===== src/rtl/tow_pkg.sv =====
// Shared types and constants for the tug-of-war game blocks.
// Holds the CPU opponent state encoding, the LFSR tap positions and the
// seven-segment patterns used by the win display (active-low segments, gfedcba).
package tow_pkg;

  typedef enum logic [1:0] {
    ARMED = 2'd0,
    PRESS = 2'd1,
    GAP   = 2'd2
  } cpu_state_t;

  // 10-bit XNOR Fibonacci LFSR, polynomial x^10 + x^7 + 1.
  localparam int LFSR_W_C   = 10;
  localparam int LFSR_TAP_A = 9;
  localparam int LFSR_TAP_B = 6;

  localparam logic [6:0] HEX_OFF = 7'b1111111;
  localparam logic [6:0] HEX_1   = 7'b1111001;
  localparam logic [6:0] HEX_2   = 7'b0100100;

endpackage


===== src/rtl/lfsr10.sv =====
// Free-running 10-bit XNOR LFSR; advances every cycle that reset is low.
// Seed 0 is legal (XNOR form); all-ones is the lockup state and is unreachable from 0.
// Period 1023; no enable, it never stalls.
module lfsr10
  import tow_pkg::*;
(
  input  logic                clk,
  input  logic                reset,
  output logic [LFSR_W_C-1:0] q
);

  logic [LFSR_W_C-1:0] lfsr_q;
  logic [LFSR_W_C-1:0] lfsr_d;

  // Shift left, feed back the XNOR of the two taps into bit 0.
  always_comb begin
    lfsr_d = {lfsr_q[LFSR_W_C-2:0], ~(lfsr_q[LFSR_TAP_A] ^ lfsr_q[LFSR_TAP_B])};
  end

  // State register with synchronous reset to the zero seed.
  always_ff @(posedge clk) begin
    if (reset) lfsr_q <= '0;
    else       lfsr_q <= lfsr_d;
  end

  assign q = lfsr_q;

endmodule


===== src/rtl/cpu_opponent.sv =====
// CPU player: on each prescaled tick, presses if the LFSR is below the difficulty threshold.
// Latency: tick in cycle N with a hit gives a 1-cycle cpu_press in cycle N+1.
// enable low / game_over high stop new decisions; a pulse already issued always completes.
module cpu_opponent
  import tow_pkg::*;
#(
  parameter int LFSR_W     = LFSR_W_C,  // taps are fixed for 10 bits
  parameter int DIFF_W     = 9,
  parameter int TICK_DIV   = 4,
  parameter int GAP_CYCLES = 1
) (
  input  logic              clk,
  input  logic              reset,
  input  logic              enable,
  input  logic              game_over,
  input  logic [DIFF_W-1:0] difficulty,
  output logic              cpu_press,
  output logic [LFSR_W-1:0] lfsr_state
);

  localparam int PS_W  = (TICK_DIV > 1) ? $clog2(TICK_DIV) : 1;
  localparam int GAP_W = (GAP_CYCLES > 1) ? $clog2(GAP_CYCLES) : 1;
  localparam logic [PS_W-1:0]  PS_LAST  = PS_W'(TICK_DIV - 1);
  localparam logic [GAP_W-1:0] GAP_LOAD = GAP_W'(GAP_CYCLES - 1);

  logic [LFSR_W-1:0] lfsr_val;
  logic [LFSR_W-1:0] diff_ext;
  logic              run;
  logic              tick;
  logic              hit;

  logic [PS_W-1:0]   ps_q,    ps_d;
  logic [GAP_W-1:0]  gap_q,   gap_d;
  cpu_state_t        state_q, state_d;

  lfsr10 u_lfsr (
    .clk   (clk),
    .reset (reset),
    .q     (lfsr_val)
  );

  assign lfsr_state = lfsr_val;
  assign diff_ext   = LFSR_W'(difficulty);
  assign run        = enable & ~game_over;
  assign tick       = run & (ps_q == PS_LAST);
  assign hit        = (lfsr_val < diff_ext);

  // Prescaler: wraps at TICK_DIV-1, parked at 0 whenever play is blocked so it restarts cleanly.
  always_comb begin
    ps_d = ps_q + PS_W'(1);
    if (!run || ps_q == PS_LAST) ps_d = '0;
  end

  // Press FSM: a tick hit in ARMED fires one PRESS cycle, then GAP holds off further decisions.
  always_comb begin
    state_d = state_q;
    gap_d   = gap_q;
    unique case (state_q)
      ARMED: begin
        if (tick && hit) state_d = PRESS;
      end
      PRESS: begin
        state_d = GAP;
        gap_d   = GAP_LOAD;
      end
      GAP: begin
        if (gap_q == '0) state_d = ARMED;
        else             gap_d   = gap_q - GAP_W'(1);
      end
      default: state_d = ARMED;
    endcase
  end

  // Registers; reset drops any in-flight pulse on the following cycle.
  always_ff @(posedge clk) begin
    if (reset) begin
      ps_q    <= '0;
      gap_q   <= '0;
      state_q <= ARMED;
    end else begin
      ps_q    <= ps_d;
      gap_q   <= gap_d;
      state_q <= state_d;
    end
  end

  assign cpu_press = (state_q == PRESS);

endmodule


===== config.mk =====
export PLATFORM = sky130hd
export DESIGN_NAME = cpu_opponent
export DESIGN_NICKNAME = d
export VERILOG_FILES = /design/src/rtl/tow_pkg.sv /design/src/rtl/lfsr10.sv /design/src/rtl/cpu_opponent.sv
export SDC_FILE = /design/constraint.sdc
export NUM_CORES = 1
export LEC_CHECK = 0
export CAP_MARGIN = 20
export CELL_PAD_IN_SITES_DETAIL_PLACEMENT = 1
export CELL_PAD_IN_SITES_GLOBAL_PLACEMENT = 1
export CORE_MARGIN = 2
export CORE_UTILIZATION = 29
export CTS_CLUSTER_SIZE = 40
export DETAILED_ROUTE_END_ITERATION = 10
export GPL_ROUTABILITY_DRIVEN = 0
export PLACE_DENSITY_LB_ADDON = 0.1
export SLEW_MARGIN = 0
export SYNTH_ARGS = -nofsm -noshare
export SYNTH_HDL_FRONTEND = slang
export SYNTH_HIERARCHICAL = 1
export SYNTH_SLANG_ARGS = --single-unit

===== constraint.sdc =====
create_clock -name clk -period 1.5 [get_ports clk]
set_input_delay 0.3 -clock clk [delete_from_list [all_inputs] [get_ports clk]]
set_output_delay 0.3 -clock clk [all_outputs]
set_load 0.01 [all_outputs]

-- After elaboration in Yosys (flattened, before gate mapping)
Index checks and enable logic that the tools add are counted.
- bits in registers: 15
- input bits: 13
- output and inout port bits: 11
- $add $sub $neg: 2
- $lt $le $gt $ge: 1
- eq/ne operators: 5
- multiplexer cells: 5
- bitwise operators: 5
- reductions and logical operators: 7
- operators by type and width (cell ; count):
    10-bit by 9-bit less-than comparator with 1-bit output ; 1
    2-bit case mux with 3 select lines ; 1
    2-bit == test (second input constant) ; 2
    2-bit 2-to-1 mux ; 2
    2-bit != test (second input constant) ; 2
    2-bit by 1-bit adder with 2-bit output (second input constant) ; 1
    1-bit bitwise AND ; 2
    2-bit by 1-bit == test with 1-bit output (second input constant) ; 1
    2-bit zero test ; 1
    1-bit inverter ; 2
    1-bit case mux with 2 select lines ; 1
    2-bit AND reduction ; 1
    2-bit nonzero test ; 1
    2-bit OR reduction ; 1
    1-bit logical AND ; 1
    1-bit zero test ; 1
    1-bit logical OR ; 1
    1-bit 2-to-1 mux ; 1
    1-bit subtractor (second input constant) ; 1
    1-bit XOR ; 1

-- Depth between registers and ports, before layout
Gate-level depths: netlist (run 1).
- depth in word-level cells: 6
- depth in mapped cells: 6
- depth with buffers taken out: 6

-- Modules after synthesis
Netlist (run 1), hierarchy kept.
- by module, submodules not included (module ; instances ; cells each ; area an instance (sq um) ; sequential area each (sq um)):
    cpu_opponent ; 1 ; 39 ; 369.1 ; 80.1
    lfsr10 ; 1 ; 30 ; 336.6 ; 200.2

-- Worst setup path before layout (run 1)
Ideal clock, no wire load.
- kind: flip-flop to flip-flop
- from: register u_lfsr.lfsr_q[8] (netlist: u_lfsr/q[8])
- to: register state_q[0]
- arrival: 1.513 ns
- data required time: 1.419 ns
- path slack: -0.093 ns
- stages on the path, launching flop included: 7
- path buffers: 1
- cells stage by stage: dfxtp_1 -> buf_4 -> ha_1 -> or4b_4 -> a2111oi_4 -> o21ai_1 -> a41oi_1
- cells in the longest elaborated chain, start to end: 4
- RTL lines (what ; RTL line ; source):
    from (decl) ; lfsr10.sv:12 ; logic [LFSR_W_C-1:0] lfsr_q;
    from (signal assigned) ; lfsr10.sv:23 ; else lfsr_q <= lfsr_d;
    10-bit by 9-bit less-than comparator with 1-bit output ; cpu_opponent.sv:46 ; assign hit = (lfsr_val < diff_ext);
    1-bit logical AND ; cpu_opponent.sv:60 ; if (tick && hit) state_d = PRESS;
    2-bit != test (no line) ; -- ;
    2-bit AND reduction (no line) ; -- ;
    to (signal assigned) ; cpu_opponent.sv:83 ; state_q <= state_d;
    to (decl) ; cpu_opponent.sv:34 ; cpu_state_t state_q, state_d;
Every way passes these cells.
A chain may end at the register's enable or synchronous reset.

-- Worst setup path after layout (run 1)
Same ends and word-level chain as after synthesis.

==> results, run 1 <==
- The run finished, with violations left.
- The checks that failed: negative setup slack.
- After detailed routing, the number of vias per cell comes to 4.41.
- The sum of overflow across all layers after global routing is 0.
- In this run the remaining antenna-violating nets after routing total 0.
- The cell type of the slowest stage on the worst timing path is or4b_4.
- STA classifies the critical path startpoint as a register.
- The worst supply voltage drop on vdd is 0.459 mV.
- The initial utilization of the core area, before any placement, comes to 0.313.
- Total power for the finished layout comes to 677 uW.
- The highest achievable clock rate is 639 MHz.
- Of the total synthesized cell area, the portion taken by AND, OR, NAND and NOR gates is 0.188.
- TritonCTS built the clock tree.
- The share of synthesized area in the top cell type comes to 0.397.
- The multiplexer fraction of the synthesized cell area is 0.
- The maximum buffer depth of the clock tree is 2.
- The number of placed instances, taps included is 118.
- Summed over all nets, the half-perimeter wirelength after detailed placement is 1.07 mm.
- The data arrival time at the worst-slack endpoint is 1.76 ns.
- The transition time of the tightest slew-check pin is 0.327 ns.
- The kind of cell with the highest combined delay along the critical path is simple AND/OR/NAND/NOR gates.
- The pin count of the biggest net entering global routing is 12.
- The clock arrives with 0.00151 ns of skew.
- The repair_antennas step left the layout with diodes totalling 0.
- The row count is 17.
- The worst pin sits at a relative slew slack of 0.781.
- For this block, the initial DRC count from the detailed router was 0.
- The root buffer cell is clkbuf_4.
- During synthesis, Yosys emitted a total of 6 warnings.
- The type of element capturing the critical path is a register.
- The first global-routing pass estimated 2.35 mm of wire.
- The number of maximum-capacitance violations is 0.
- The worst setup path category is register to register.
- By area, the combinational part of the netlist is dominated by simple AND/OR/NAND/NOR gates.
- The sum of routed wire length over all layers is 1.37 mm.
- The area enclosed by the die boundary is 0.00284 mm^2.
- The number of antenna violations at the first check in global routing is 0.
- The number of global-route vias before repair is 533.
- The largest fanout on the critical path is 2.
- Counting every instance in the synthesized netlist gives 69.
- The data required time at the worst endpoint is 1.69 ns.
- The final number of hold-violating endpoints is 0.
- For this design the static power due to leakage is 0.000622 uW.
- By area the synthesized netlist is led by dfxtp_1, ha_1, nor2b_1.
- After synthesis, the mean cell area works out to 10.2 um^2.
- In the final design database the tool counted 118 nets.
- The clock-pin slew on the worst setup and hold paths is 0.08 ns.
- The I/O pin count is 24.
- The clock sink count is 14.
- Across every metal layer, demand over resource in global routing totals 0.116.
- The count of port buffers added during placement is 23.
- The xor and xnor fraction of the mapped netlist area is 0.0124.
- Dividing total power by cell area gives a power density of 648 mW/mm^2.
- The worst-case setup margin in the final layout is -0.0662 ns.
- The horizontal die dimension is 53.3 um.
- The die is 53.3 um tall.
- The area fraction in compound gates after synthesis came to 0.105.
- In the final layout, the share of cells above drive strength 1 is 0.255.
- The share of the yosys chip area belonging to registers is 0.397.
- The synthesized netlist net count is 91.
- For this run, the detailed router's first-pass iteration total came to 1.
- The area growth from synthesis to layout is 48.0%.
- In the routed design, unresolved DRC markers number 0.
- The shortest clock period the worst path allows after layout is 1.57 ns.
- Summed over all instances, the cell type with the most area after synthesis is dfxtp_1.
- The arithmetic-cell share of the synthesized area counting full adders, half adders and majority gates is 0.160.
- The portion of the clock cycle consumed by the worst path in the final layout is 1.04.
- Leaving out filler cells and counting taps, the final layout contains 122.
- The total core area is 0.00225 mm^2.
- The routed wire length per instance is 11.3 um.
- The clock insertion delay at the later pin of the skew report is 0.27 ns.
- The path type of the worst min-delay path is register to register.
- In this run, synthesis produced a sequential element count of 14.
- The mapped netlist covers 706 um^2.
- Before CTS, the worst setup slack after placement is -0.574 ns.
- The number of clock buffers inserted by TritonCTS is 3.
- The final count of pins violating max slew was 0.
- The number of levels in the clock H-tree is 1.
- The final setup violation count is 1.
- The via count of the routed design is 538.
- Counting distinct cell types in the post-synthesis netlist gives 19.
- Setup repair after global routing could not meet its margin everywhere.
- The critical path contains buffers and inverters numbering 0 combined.
- The biggest cell delay along the critical path is 0.52 ns.
- The critical path goes through ha_4 > or4b_4 > a2111oi_4 > o21ai_1 > a41oi_1.
placed cells by master (no fill, tap or decap), drive strengths merged, types with 2 or more instances in the layout:
master | synthesis | routed
dfxtp | 14 | 14
nor2b | 12 | 12
dlymetal6s2s | 0 | 10
clkdlybuf4s50 | 0 | 9
ha | 9 | 9
buf | 9 | 8
inv | 8 | 8
dlygate4sd2 | 0 | 4
clkbuf | 0 | 3
nand4 | 2 | 2
a21oi | 2 | 2
a21o | 2 | 2
worst paths after layout:
| path | from | end | cells after the start | slack (ns) |
|---|---|---|---|---|
| hold / removal | ps_q[0] | ps_q[0] | 1 | 0.41 |
| hold reg to reg | ps_q[0] | ps_q[0] | 1 | 0.41 |
| setup / recovery | u_lfsr/q[8] | state_q[0] | 5 | -0.07 |
| setup reg to reg | u_lfsr/q[8] | state_q[0] | 5 | -0.07 |
stage by stage:
stage,TNS [ns],util,hold WS (ns),instance area [um^2]
floorplan,-0.0933,-,0.372,706
global placement,-0.499,0.424,0.418,956
detailed placement,-0.584,0.424,0.430,956
CTS,-0.175,0.445,0.442,1000
global route,-0.162,0.463,0.433,1040
finish,-0.0662,0.463,0.412,1040
layer usage:
| layer | GRT usage | up-vias | part of all wire |
|---|---|---|---|
| met1 | 0.164 | 245 | 0.48 |
| met4 | 0.0385 | 0 | 0.0066 |
| li1 | - | 274 | - |
| met3 | 0.0254 | 2 | 0.076 |
| met5 | 0 | - | 0 |
| met2 | 0.171 | 17 | 0.43 |
logic make-up (layout without fill, tap and decap cells):
| kind of cell | Yosys count | after routing |
|---|---|---|
| AOI/OAI and AO/OA | 8 | 8 |
| xor gates and xnor gates | 1 | 1 |
| and+or+nand+nor | 20 | 20 |
| adders and majority gates | 9 | 9 |
| DFF | 14 | 14 |
| buffers and inverters | 17 | 42 |
registers in the layout (all words and copies together) (netlist names):
| signal | flops |
|---|---|
| ps_q | 2 |
| state_q | 2 |
| u_lfsr/q | 10 |
what timing repair did:
| item | 4_1_cts | 5_1_grt |
|---|---|---|
| pin swaps | 4 | 3 |
| setup buffers | 0 | 1 |
| gates resized for setup | 11 | 15 |
| cloned | 0 | 0 |
| hold buffers | 0 | 0 |
| setup endpoints to repair | 6 | 9 |
cell usage after synthesis, drive strengths merged:
master / count
nor3b: 1
a41oi: 1
o21ai: 1
ha: 9
inv: 8
o21bai: 1
a21oi: 2
a21o: 2
or4b: 1
buf: 9
nand2b: 1
or3b: 1
a2111oi: 1
dfxtp: 14
xor2: 1
nor2b: 12
nor2: 1
nor3: 1
nand4: 2
final cells by class:
| type | instances | area [um^2] |
|---|---|---|
| multi-input cells | 38 | 360 |
| fillers | 277 | 1210 |
| well taps | 28 | 35.0 |
| flip-flops and latches | 14 | 287 |
| clock buffers | 3 | 22.5 |
| repair buffers | 31 | 310 |
| inverters | 8 | 30.0 |
power breakdown:
group / switching (uW) / internal [uW] / total, uW
Sequential: 4.54 / 379 / 383
Clock: 107 / 92.7 / 200
Combinational: 35.0 / 59.4 / 94.5
Note: power is estimated with default switching activity, not from simulation.
==> run 2, diff against run 1 <==
--- a/config.mk
+++ b/config.mk
@@ -17,5 +17,4 @@
 export SLEW_MARGIN = 0
 export SYNTH_ARGS = -nofsm -noshare
 export SYNTH_HDL_FRONTEND = slang
-export SYNTH_HIERARCHICAL = 1
 export SYNTH_SLANG_ARGS = --single-unit
==> run 2 against run 1 <==
Compared with the run above:
- the run still ends with negative setup slack left
- die area increased by 0.98%
- clock power increased by 39%
- fmax increased by 3.8%
- sequential cell count unchanged
- clock-buffer cell count increased by 1
- critical path type unchanged
- critical endpoint unchanged
- largest cell class unchanged
- highest routed layer unchanged
==> results, run 2 <==
- The remaining number of nets flagged by the antenna check after routing is 0 (unchanged).
- The area fraction in compound gates after synthesis is 0.105 (+0.000653).
- The share of async-settable or async-resettable flops after synthesis was 0 (unchanged).
- The headroom to the max-slew limit is 0.779 (-0.00286).
- The clock insertion delay at the later pin of the skew report came to 0.29 ns (+0.02 ns).
- The arithmetic-cell share of the synthesized area counting full adders, half adders and majority gates is 0.158 (-0.00168).
- The maximum buffer depth of the clock tree came to 2 (unchanged).
- The data required time at the worst endpoint is 1.72 ns (+0.03 ns).
- The fraction of final layout cells with drive strength greater than 1 is 0.245 (-0.0106).
- The utilization after layout came to 0.454 (-0.00983).
- The final-stage net count is 117 (-0.85%).
- The clock sink count is 14 (unchanged).
- The count of port buffers added during placement is 23 (unchanged).
- The post-DP HPWL is 1.14 mm (+6.6%).
- The portion of synthesized cell area occupied by the leading cell type came to 0.393 (-0.00418).
- The count of fill cells added during filler insertion is 256 (-7.6%).
- The final sum of negative setup slack is -0.00872 ns (+0.0574 ns).
- The number of instances in the synthesized netlist is 70 (+1.4%).
- The I/O pin count is 24 (unchanged).
- The horizontal die dimension is 53.6 um (+0.49%).
- The worst setup path is captured at a register.
- The number of global-route vias before repair is 616 (+16%).
- The shortest clock period the worst path allows after layout is 1.51 ns (-0.0574 ns).
- The post-placement worst setup slack is -0.555 ns (+0.0193 ns).
- Setup repair after global routing could not meet its margin everywhere.
- The biggest cell delay along the critical path is 0.49 ns (-0.03 ns).
- The transition time of the tightest slew-check pin came to 0.331 ns (+0.00427 ns).
- The total core area is 0.00228 mm^2 (+0.94%).
- The xor and xnor fraction of the mapped netlist area is 0.0123 (-0.000131).
- In the post-synthesis netlist, the cell with the most instances is dfxtp_1.
- The worst hold path belongs to the class register to register.
- The worst-case setup margin in the final layout came to -0.00872 ns (+0.0574 ns).
- The number of buffer and inverter stages on the critical path is 0 (unchanged).
- The largest fanout on the critical path is 2 (unchanged).
- By area the synthesized netlist is led by dfxtp_1, ha_1, nor2b_1.
- The number of maximum-capacitance violations came to 0 (unchanged).
- The number of buffers inserted for hold repair after clock tree synthesis is 0 (unchanged).
- The run finished, with violations left.
- The overall power was 752 uW (+11%).
- The library cell used most frequently in the layout, excluding fill and tap cells, is nor2b_1.
- The number of flip-flops under the largest register name is 10 (unchanged).
- The final setup violation count is 1 (unchanged).
- The worst setup path is of the register to register kind.
- The starting DRC count in detailed routing is 0 (unchanged).
- The portion of the clock cycle consumed by the worst path in the final layout came to 1.01 (-0.0383).
- The synthesized design spends more area on one cell type than any other, namely dfxtp_1.
- The worst supply voltage drop on vdd is 0.470 mV (+2.3%).
- The data arrival time at the worst-slack endpoint was 1.73 ns (-0.03 ns).
- The largest clock skew in the final design was 0.00691 ns (+0.00540 ns).
- STA classifies the critical path startpoint as a register.
- The height of the die came to 53.6 um (+0.49%).
- After synthesis, the largest family of logic cells by area is simple AND/OR/NAND/NOR gates.
- The sum of overflow across all layers after global routing is 0 (unchanged).
- The number of levels in the clock H-tree came to 1 (unchanged).
- The final reports fail on negative setup slack.
- The cell type of the slowest stage on the worst timing path is or4b_4.
- The number of warnings issued by yosys came to 0 (-6).
- The number of remaining DRC errors is 0 (unchanged).
- The share of the yosys chip area belonging to registers is 0.393 (-0.00418).
- The number of buffers added for setup after CTS is 0 (unchanged).
- The commonest cells after synthesis are dfxtp_1, nor2b_1, buf_4, ha_1, inv_1.
- The root buffer cell is clkbuf_4.
- The share of synthesized cell area in and, or, nand and nor gates is 0.189 (+0.00153).
- The area added between synthesis and finish is 44.7%.
- The number of synthesized flops with an enable pin is 0 (unchanged).
- The leakage power summed over all cells is 0.000545 uW (-13%).
- The worst register-to-register path begins at u_lfsr.q[8].
- In this run the most critical hold path is launched from ps_q[0].
- The mean cell area of the mapped netlist is 10.2 um^2 (-0.38%).
- The number of antenna violations at the first check in global routing is 0 (unchanged).
- The total power divided by cell area is 728 mW/mm^2 (+12%).
- The synthesized netlist net count is 92 (+1.1%).
- The cell family contributing the most delay on the critical path is simple AND/OR/NAND/NOR gates.
- The row count came to 17 (unchanged).
- The dominant register cell in the synthesized netlist is dfxtp_1.
- The number of clock buffers inserted by TritonCTS was 3 (unchanged).
- The distinct cell type count after synthesis is 22 (+3).
- The pin count of the biggest net entering global routing is 12 (unchanged).
- The number of placed instances, taps included is 118 (unchanged).
- The routed wire length per instance is 11.3 um (+0.66%).
- The area enclosed by the die boundary is 0.00287 mm^2 (+0.98%).
- The multiplexer fraction of the synthesized cell area came to 0 (unchanged).
- The overall fraction of global-route tracks in use is 0.123 (+0.00759).
- The first-pass GRT wire length is 2.45 mm (+4.1%).
- The clock-pin slew on the worst setup and hold paths is 0.09 ns (about the same).
- The via count normalized by instance count is 4.48 (+1.5%).
- The sum of routed wire length over all layers came to 1.38 mm (+0.66%).
- Leaving out fill and tap cells, the most frequent cells in the layout are nor2b_1, dlygate4sd2_1, dfxtp_1.
- The number of antenna repair diodes came to 0 (unchanged).
- The highest achievable clock rate came to 663 MHz (+3.8%).
- The final number of hold-violating endpoints came to 0 (unchanged).
- The first element of the critical path is u_lfsr.q[8].
- The first-pass iteration count of the detailed router is 1 (unchanged).
- The via count of the routed design is 546 (+1.5%).
- The initial cell density of the core was 0.313 (+0.000373).
- Traced cell by cell, the critical path runs through ha_4 > or4b_4 > a2111oi_4 > o21ai_1 > a41oi_1.
- The final count of pins violating max slew was 0 (unchanged).
- The clock tree from TritonCTS is done.
- The netlist area before placement is 713 um^2 (+1.1%).
- The filler-free cell count of the finished design is 122 (unchanged).
- The flip-flop and latch count after synthesis is 14 (unchanged).
-- run 2: kinds of logic after synthesis --
kind of cell	Yosys count
compound gates	8
xor+xnor	1
fa+ha+maj	9
buf+inv	18
flops	14
simple gates	20
-- run 2: power breakdown --
group,switching (uW),internal (uW),leakage (uW),total (uW)
combinational,35.3,56.1,0.000408,91.4
clock,129,148,0.0000210,277
sequential,4.63,379,0.000116,383
total,169,583,0.000545,752
-- run 2: layout make-up --
| cell class | count | area, um^2 | share of cell area |
|---|---|---|---|
| clock buffer | 4 | 36.3 | 0.0352 |
| tap | 28 | 35.0 | 0.0339 |
| inverter | 8 | 30.0 | 0.0291 |
| multi-input combinational | 38 | 365 | 0.354 |
| sequential | 14 | 285 | 0.276 |
| timing repair buffer | 30 | 280 | 0.272 |
-- run 2: routing by layer --
layer  part of all wire  GRT usage  up-vias
li1                   -          -      271
met1               0.41      0.119      257
met2               0.50      0.224       15
met3              0.072     0.0583        3
met4              0.015     0.0513        0
met5                  0          0        -
-- run 2: through the flow --
stage	hold slack (ns)	area, um^2
6_report	0.411	1030
5_1_grt	0.425	1030
4_1_cts	0.440	1010
3_5_place_dp	0.427	960
3_3_place_gp	0.410	960
2_1_floorplan	0.372	713
-- run 2: repair_timing --
| action | in CTS | in global routing |
|---|---|---|
| gates cloned | 0 | 0 |
| endpoints found under the setup margin | 10 | 3 |
| resized for setup | 16 | 8 |
| hold endpoints to repair | 0 | 0 |
| pin swaps | 4 | 3 |
-- run 2: worst paths after layout --
kind / endpoint / slack (ns) / depth (start not counted)
setup / recovery: state_q[0] / -0.009 / 5
setup reg to reg: state_q[0] / -0.009 / 5
hold reg to reg: ps_q[0] / 0.41 / 1
hold / removal: ps_q[0] / 0.41 / 1
==> RTL edit (config.mk and constraints of run 1) <==
Re-encode `cpu_state_t` (3 states) as one-hot, 3 bits wide.
--- a/src/rtl/tow_pkg.sv
+++ b/src/rtl/tow_pkg.sv
@@ -3,10 +3,10 @@
 // seven-segment patterns used by the win display (active-low segments, gfedcba).
 package tow_pkg;
 
-  typedef enum logic [1:0] {
-    ARMED = 2'd0,
-    PRESS = 2'd1,
-    GAP   = 2'd2
+  typedef enum logic [2:0] {
+    ARMED = 3'b001,
+    PRESS = 3'b010,
+    GAP   = 3'b100
   } cpu_state_t;
 
   // 10-bit XNOR Fibonacci LFSR, polynomial x^10 + x^7 + 1.
Function: same outputs for any inputs over 10 cycles, from zero or initial values and one cycle with reset high; not proved beyond that.
==> RTL edit against run 1 <==
Total power is 7.4% higher; largest cell class unchanged; wire length shrank 0.29%; sequential cell count grew 1; sequential share of layout area grew 1.9 points; final area fell by 0.36%; setup slack gained 82 ps; area after synthesis up 2.3%; core utilization fell by 3.1 points.
==> RTL edit: results (changes against run 1) <==
\begin{tabular}{lr}
\hline
Metric & Value \\
\hline
\multicolumn{2}{l}{\textbf{Outcome}} \\
Result of the run & finished, final reports clean \\
\multicolumn{2}{l}{\textbf{STA}} \\
Share of the clock period used by the worst path & 98.9\% (-5.5 points) \\
Final hold slack & 446 ps (+34.2 ps) \\
Slew Limit Headroom & 83.2\% (+5.0 points) \\
Clock Skew & 5.04 ps (+3.53 ps) \\
\multicolumn{2}{l}{\textbf{Critical path}} \\
Crit path arrival time & 1660 ps (-100 ps) \\
Terminus of the critical flop-to-flop path & state\_q[0]\$\_SDFFE\_PP1P\_ \\
Length in cells of the worst reg-to-reg path & 6 (+1) \\
Internal reg-to-reg setup slack & 20 ps (+80 ps) \\
Reg2Reg Launch Point & u\_lfsr/q[7]\$\_SDFF\_PP0\_ \\
\multicolumn{2}{l}{\textbf{Yosys}} \\
Net count of the mapped netlist & 94 (+3.3\%) \\
Top post-synthesis cells by count & dfxtp\_1 (15), nor2b\_1 (10), buf\_4 (9), ha\_1 (9), inv\_1 (8) \\
Number of distinct standard cells referenced by the synthesized netlist & 22 (+3) \\
Post-synthesis instance total & 72 (+4.3\%) \\
Share of the yosys chip area belonging to registers & 41.6\% (+1.9 points) \\
Main area contributors after synthesis & dfxtp\_1 (42\%), ha\_1 (16\%), buf\_4 (9.4\%) \\
\multicolumn{2}{l}{\textbf{Global routing}} \\
Initial antenna violation count & 0 (unchanged) \\
Aggregate global-route resource usage & 11.5\% (-0.083 points) \\
Wire length of the first global-routing pass & 2370 um (+0.89\%) \\
Met1 Use GR & 14.8\% (-1.6 points) \\
Global-route met3 utilization & 4.17\% (+1.6 points) \\
Global-route track usage on met2 & 18.3\% (+1.2 points) \\
\multicolumn{2}{l}{\textbf{Routing}} \\
Met3 routed wirelength & 77 um (-26\%) \\
Wire per inst & 11.0 um (-1.9\%) \\
Final WL & 1370 um (-0.29\%) \\
Met1 wire length & 645 um (-2.7\%) \\
Overall via count from detail\_route & 530 (-1.5\%) \\
\multicolumn{2}{l}{\textbf{Finish}} \\
Fill cells & 280 (+1.1\%) \\
Fraction of final layout cells sized beyond drive strength 1 & 26.6\% (+1.1 points) \\
\multicolumn{2}{l}{\textbf{Clocking}} \\
\# H-tree levels & 1 (unchanged) \\
PostCTS Resize Cnt & 23 (+12) \\
\multicolumn{2}{l}{\textbf{Hold path}} \\
Class of the most critical hold timing path & reg2reg \\
\multicolumn{2}{l}{\textbf{Placed design}} \\
Dpl hpwl & 1110 um (+3.3\%) \\
Worst setup slack before clock tree synthesis & -470 ps (+104 ps) \\
Placed standard-cell area & 957 um\^{}2 (+0.13\%) \\
\multicolumn{2}{l}{\textbf{Power}} \\
Switching part of the total & 22.3\% (+0.70 points) \\
Worst-case vdd ir drop & 0.489 mV (+6.4\%) \\
Leakage power & 0.547 nW (-12\%) \\
\hline
\end{tabular}
[RTL edit: layout make-up]
cell class	count	area [um^2]	area share, %
Multi-Input combinational cell	40	380	36.5
Clock buffer	4	26.3	2.52
Timing Repair Buffer	27	262	25.1
Tap cell	30	37.5	3.61
Sequential cell	15	305	29.3
Inverter	8	30.0	2.88
[RTL edit: kinds of logic after synthesis]
family,after synthesis,synth area share [%]
simple gates,22,18.9
buf+inv,17,13.5
flops,15,41.6
fa+ha+maj,9,15.6
compound gates,8,9.19
xor+xnor,1,1.21
[RTL edit: worst max-delay path by stage]
stage	depth (start not counted)	start	end
6_report	6	u_lfsr/q[7]$_SDFF_PP0_	state_q[0]$_SDFFE_PP1P_
5_1_grt	6	u_lfsr/q[7]$_SDFF_PP0_	state_q[0]$_SDFFE_PP1P_
4_1_cts	6	u_lfsr/q[7]$_SDFF_PP0_	state_q[0]$_SDFFE_PP1P_
3_5_place_dp	8	difficulty[7]	state_q[0]$_SDFFE_PP1P_
3_3_place_gp	8	difficulty[7]	state_q[0]$_SDFFE_PP1P_
2_1_floorplan	7	u_lfsr/q[7]$_SDFF_PP0_	state_q[0]$_SDFFE_PP1P_
[RTL edit: power groups by stage]
stage | sequential (mW) | clock [mW] | combinational (mW)
6_report | 0.410 | 0.224 | 0.0931
5_1_grt | 0.412 | 0.255 | 0.105
3_5_place_dp | 0.420 | 0 | 0.0952
3_3_place_gp | 0.419 | 0 | 0.0941
2_1_floorplan | 0.417 | 0 | 0.0432
4_1_cts | 0.411 | 0.236 | 0.0968
[RTL edit: critical path: stages, from the launching register on]
cell and delay (ps):
dfxtp_2 360, ha_4 200, a21o_1 160, a2111oi_2 340, nand3_1 120, a21oi_2 140, nor2_1 60
